File: src/rtl/psum_accumulator.sv
// rtl/psum_accumulator.sv - accumulate PE-group partial sums per pixel, add bias, quantise to an activation
//
// Ports:
//   clk, reset (async, active-low)
//   in_valid/in_ready          : input beat handshake
//   c1_sum..c4_sum             : signed partial sums, one beat per input-channel group
//   first/last                 : pixel framing; bias and shift are sampled on the last beat
//   out_valid/out_ready        : result handshake
//   out_data                   : signed OUT_W-bit activation
//   grp_err                    : sticky, MAX_GROUPS beats seen without a last
//
// Build option: define PSUM_RELU_EN to clamp negative results to zero before the shift.
module psum_accumulator #(
    parameter int PSUM_W     = 29,
    parameter int ACC_W      = 38,
    parameter int BIAS_W     = 16,
    parameter int OUT_W      = 9,
    parameter int MAX_GROUPS = 128
) (
    input  logic                     clk,
    input  logic                     reset,
    input  logic                     in_valid,
    output logic                     in_ready,
    input  logic signed [PSUM_W-1:0] c1_sum,
    input  logic signed [PSUM_W-1:0] c2_sum,
    input  logic signed [PSUM_W-1:0] c3_sum,
    input  logic signed [PSUM_W-1:0] c4_sum,
    input  logic                     first,
    input  logic                     last,
    input  logic signed [BIAS_W-1:0] bias,
    input  logic [4:0]               shift,
    output logic                     out_valid,
    input  logic                     out_ready,
    output logic signed [OUT_W-1:0]  out_data,
    output logic                     grp_err
);

    localparam int S4_W  = PSUM_W + 2;
    localparam int V_W   = ACC_W + 2;
    localparam int CNT_W = $clog2(MAX_GROUPS) + 1;

    localparam logic signed [V_W-1:0] SAT_MAX = V_W'((1 <<< (OUT_W - 1)) - 1);
`ifdef PSUM_RELU_EN
    localparam logic signed [V_W-1:0] SAT_MIN = '0;
`else
    localparam logic signed [V_W-1:0] SAT_MIN = ~SAT_MAX;
`endif

    // Stage A registers
    logic                     a_valid;
    logic signed [S4_W-1:0]   a_s4;
    logic                     a_first;
    logic                     a_last;
    logic signed [BIAS_W-1:0] a_bias;
    logic [4:0]               a_shift;

    // Stage B state
    logic signed [ACC_W-1:0]  acc;
    logic [CNT_W-1:0]         count;

    logic                     in_fire;
    logic                     b_fire;
    logic                     out_fire;
    logic signed [S4_W-1:0]   tree;
    logic signed [ACC_W-1:0]  acc_new;
    logic [CNT_W-1:0]         cnt_base;
    logic [CNT_W-1:0]         count_new;
    logic signed [V_W-1:0]    v_sum;
    logic signed [V_W-1:0]    v_relu;
    logic signed [V_W-1:0]    v_half;
    logic signed [V_W-1:0]    v_shr;
    logic signed [OUT_W-1:0]  v_sat;

    // A last beat needs the output register free; non-last beats only touch acc.
    assign b_fire   = a_valid && (!a_last || !out_valid || out_ready);
    assign in_ready = !a_valid || b_fire;
    assign in_fire  = in_valid && in_ready;
    assign out_fire = out_valid && out_ready;

    assign tree = S4_W'(c1_sum) + S4_W'(c2_sum) + S4_W'(c3_sum) + S4_W'(c4_sum);

    assign acc_new = (a_first ? '0 : acc) + ACC_W'(a_s4);

    // Count saturates at MAX_GROUPS so it never wraps back below the error threshold.
    assign cnt_base  = a_first ? '0 : count;
    assign count_new = (cnt_base == CNT_W'(MAX_GROUPS)) ? cnt_base : cnt_base + CNT_W'(1);

    always_comb begin
        v_sum = V_W'(acc_new) + V_W'(a_bias);
`ifdef PSUM_RELU_EN
        v_relu = v_sum[V_W-1] ? '0 : v_sum;
`else
        v_relu = v_sum;
`endif
        // (1 << shift) >> 1 yields the half-LSB rounding term, and zero when shift is 0.
        v_half = (V_W'(1) << a_shift) >> 1;
        v_shr  = (v_relu + v_half) >>> a_shift;
        if (v_shr > SAT_MAX) begin
            v_sat = SAT_MAX[OUT_W-1:0];
        end else if (v_shr < SAT_MIN) begin
            v_sat = SAT_MIN[OUT_W-1:0];
        end else begin
            v_sat = v_shr[OUT_W-1:0];
        end
    end

    always_ff @(posedge clk or negedge reset) begin
        if (!reset) begin
            a_valid   <= 1'b0;
            a_s4      <= '0;
            a_first   <= 1'b0;
            a_last    <= 1'b0;
            a_bias    <= '0;
            a_shift   <= '0;
            acc       <= '0;
            count     <= '0;
            out_valid <= 1'b0;
            out_data  <= '0;
            grp_err   <= 1'b0;
        end else begin
            if (in_fire) begin
                a_valid <= 1'b1;
                a_s4    <= tree;
                a_first <= first;
                a_last  <= last;
                a_bias  <= bias;
                a_shift <= shift;
            end else if (b_fire) begin
                a_valid <= 1'b0;
            end

            if (b_fire) begin
                if (a_last) begin
                    acc   <= '0;
                    count <= '0;
                end else begin
                    acc   <= acc_new;
                    count <= count_new;
                    if (count_new == CNT_W'(MAX_GROUPS)) begin
                        grp_err <= 1'b1;
                    end
                end
            end

            if (b_fire && a_last) begin
                out_data  <= v_sat;
                out_valid <= 1'b1;
            end else if (out_fire) begin
                out_valid <= 1'b0;
            end
        end
    end

endmodule

File: config.mk
export PLATFORM = sky130hd
export DESIGN_NAME = psum_accumulator
export DESIGN_NICKNAME = d
export VERILOG_FILES = /design/src/rtl/psum_accumulator.sv
export SDC_FILE = /design/constraint.sdc
export NUM_CORES = 1
export LEC_CHECK = 0
export ABC_CLOCK_PERIOD_IN_PS = 9100
export BUFFER_PORTS_ARGS = -buffer_cell sky130_fd_sc_hd__buf_4
export CORE_AREA = 2 2 215 164
export DETAILED_ROUTE_END_ITERATION = 10
export DIE_AREA = 0 0 217 166
export MAX_ROUTING_LAYER = met4
export PLACE_DENSITY = 0.66
export SLEW_MARGIN = 20
export SYNTH_ARGS = -nofsm -noshare
export SYNTH_HDL_FRONTEND = slang
export SYNTH_SLANG_ARGS = --single-unit
File: constraint.sdc
create_clock -name clk -period 9.1 [get_ports clk]
set_clock_uncertainty 0.15 [all_clocks]
set_input_delay 0.91 -clock clk [delete_from_list [all_inputs] [get_ports clk]]
set_output_delay 0.91 -clock clk [all_outputs]
set_load 0.005 [all_outputs]
==> results.ini <==
[routing]
drt_iter0_drc=1508
via_count=14300
wl_per_cell_um=19.7
drc_errors=0
firstDrtPassIters=7
avgViaCountPerCell=6.10
drt_wl_total_mm=46.3
final_antenna_net_count=0

[global_route]
grt_pass1_wl_mm=74.0
grt_pass1_vias=13500
grt_max_degree=78
gr-total-overflow=0
grt_use_total=0.263
antenna_found_initial=0

[clock_network]
clk_latency_ns=0.39
cts_sinks=112
cts_tree=yes
ctsHtreeMaxLevel=3
cts_buffers=9
postCtsHoldBufs=0
cts.path.max_buffers=2
cts.reportedPaths.clkPinSlew_ns=0.09
cts_root_buf=clkbuf_16

[final_layout]
instances_no_fill=2347
diodes=0
final_cell_area_um2=17300
fin_nets=2234
drive_above_1_share=0.178
syn2layout_area_growth_pct=14.4

[logic_synthesis]
synth_edf_count=0
synthCells=1766
synthFlopType=dfrtp_1
synthArstFlopShare=1.00
avgSynthCellArea_um2=8.58
yosys_warnings=0
ys_ff_latch=112
synthesis.area_um2=15200
yosysUniqueCellTypes=96
ys_seq_area_frac=0.185
synth.net_count=2115

[hold_path]
hold_path_class=reg2reg

[sta]
period_minus_slack_ns=8.69
relSlewSlack=0.419
setup_viol=0
rsz0062_at_grt=false
hold_violations=0
post-route-period-util=0.955
slew_violations=0
worst_slew_pin_slew_ns=0.870
max_freq_mhz=115

[floorplan]
core_um2=34100
chipHeight_um=166
initial_core_util=0.444
die_area_um2=36000
die_w_um=217
row_count=59
io_pins=155

[place]
dpl-instance-area_um2=16800
dp.cells=2329
finalWeightedCongestion=1.01
hpwlAfterDp_mm=36.6
io_buffers=154

[critical_path]
cp_max_fo=11
path_class=reg2reg
crit_path_end_kind=register
crit_top_cell=o21ai_0
crit_required_ns=9.21
max_stage_delay_ns=0.62
start_kind=register
worstPathArrival_ns=8.80
cpMaxStageDelayCell=mux4_2

[flow_run]
drv_cap=0

[status]
status=finished clean

## layer usage
metal,vias to the layer above,global-route usage,share of wire
li1,6776,-,-
met1,7039,0.392,0.49
met4,0,0.0390,0.0078
met3,28,0.0529,0.075
met2,475,0.373,0.43
met5,-,-,0
## area by class of cell
cell class	count	area [um2]
Timing Repair Buffer	200	1520
Fill cell	3288	16800
Sequential cell	112	2800
Multi-Input combinational cell	1502	11900
Inverter	60	225
Clock buffer	9	225
Tap cell	457	572
Clock inverter	7	98.8
## metrics by stage
stage / hold WS, ns / setup WS, ns / util / TNS (ns)
after floorplan: 0.291 / 0.852 / - / 0
after global placement: 0.305 / -0.0571 / 0.494 / -0.142
after detailed placement: 0.312 / -0.125 / 0.494 / -0.682
after CTS: 0.338 / 0.0362 / 0.504 / 0
after global routing: 0.367 / 0.00573 / 0.508 / 0
final: 0.333 / 0.409 / 0.508 / 0
## cell usage in the layout (no fill, tap or decap), drive strengths merged, types with 50 or more instances in the layout
master / count
xnor2: 54
o21ai: 119
a21oi: 125
ha: 114
inv: 64
nor3: 52
nor2: 126
buf: 200
dfrtp: 112
nand2: 164
nor2b: 50
fa: 92
## sequential cells by signal (all words and copies together) (netlist names)
| name | count |
|---|---|
| a_s4 | 31 |
| a_last | 1 |
| acc | 38 |
| count | 8 |
| a_bias | 16 |
| a_valid | 1 |
| out_data | 9 |
| a_first | 1 |
| a_shift | 5 |
| grp_err | 1 |
| out_valid | 1 |
## final timing paths
check	start	end	slack, ns	depth (start not counted)
max	a_first$_DFFE_PN0P_	out_data[3]$_DFFE_PN0P_	0.41	32
min	acc[2]$_DFFE_PN0P_	acc[2]$_DFFE_PN0P_	0.33	2
max reg2reg	a_first$_DFFE_PN0P_	out_data[3]$_DFFE_PN0P_	0.41	32
min reg2reg	acc[2]$_DFFE_PN0P_	acc[2]$_DFFE_PN0P_	0.33	2
max in group asynchronous	reset	a_s4[14]$_DFFE_PN0P_	7.37	2
min in group asynchronous	reset	a_bias[0]$_DFFE_PN0P_	0.35	1
## worst max-delay path, delay by kind of cell (launching register included)
kind / cells / cell delay [ns]
DFF: 1 / 0.44
xor gates and xnor gates: 2 / 0.35
muxes: 3 / 1.47
adders and majority gates: 3 / 1.16
buffers and inverters: 2 / 0.26
and+or+nand+nor: 6 / 1.33
AOI/OAI and AO/OA: 16 / 3.36
## logic make-up (layout without fill, tap and decap cells)
kind of cell	Yosys count	in the layout	share of synthesized area
flip-flops	112	112	0.185
XOR/XNOR	93	93	0.0547
buffers and inverters	152	276	0.0400
AO/OA/AOI/OAI	538	538	0.245
adder cells (fa/ha/maj)	206	206	0.216
multiplexers	91	91	0.0746
AND/OR/NAND/NOR	574	574	0.185
## synth_stat cells, types with 17 or more instances
master / number / area share
nand2_1: 163 / 0.040
inv_1: 58 / 0.014
and3_1: 20 / 0.0083
xor2_1: 39 / 0.023
nand4_1: 24 / 0.0099
ha_1: 114 / 0.094
dfrtp_1: 112 / 0.18
nand2b_1: 23 / 0.0095
a21o_1: 46 / 0.023
a211oi_1: 23 / 0.011
nor2_1: 123 / 0.030
xnor2_1: 52 / 0.030
a31oi_1: 17 / 0.0070
mux2i_1: 36 / 0.024
buf_1: 17 / 0.0042
o211ai_1: 18 / 0.0089
buf_2: 20 / 0.0066
o21ai_0: 112 / 0.037
nor3_1: 52 / 0.017
fa_1: 92 / 0.12
a22o_1: 36 / 0.021
clkbuf_1: 53 / 0.013
nand3_1: 45 / 0.015
a21oi_1: 120 / 0.040
nor2b_1: 50 / 0.021
mux2_2: 41 / 0.030
## timing repair
item | in CTS | in global routing
setup endpoints to repair | 8 | 8
setup buffers | 0 | 2
pin swaps | 0 | 4
hold endpoints to repair | 0 | 0
gates resized for setup | 4 | 30
Power is left out: the tool's default activity adds up to more than one toggle a clock period on the data nets, which glitch-free logic cannot reach.
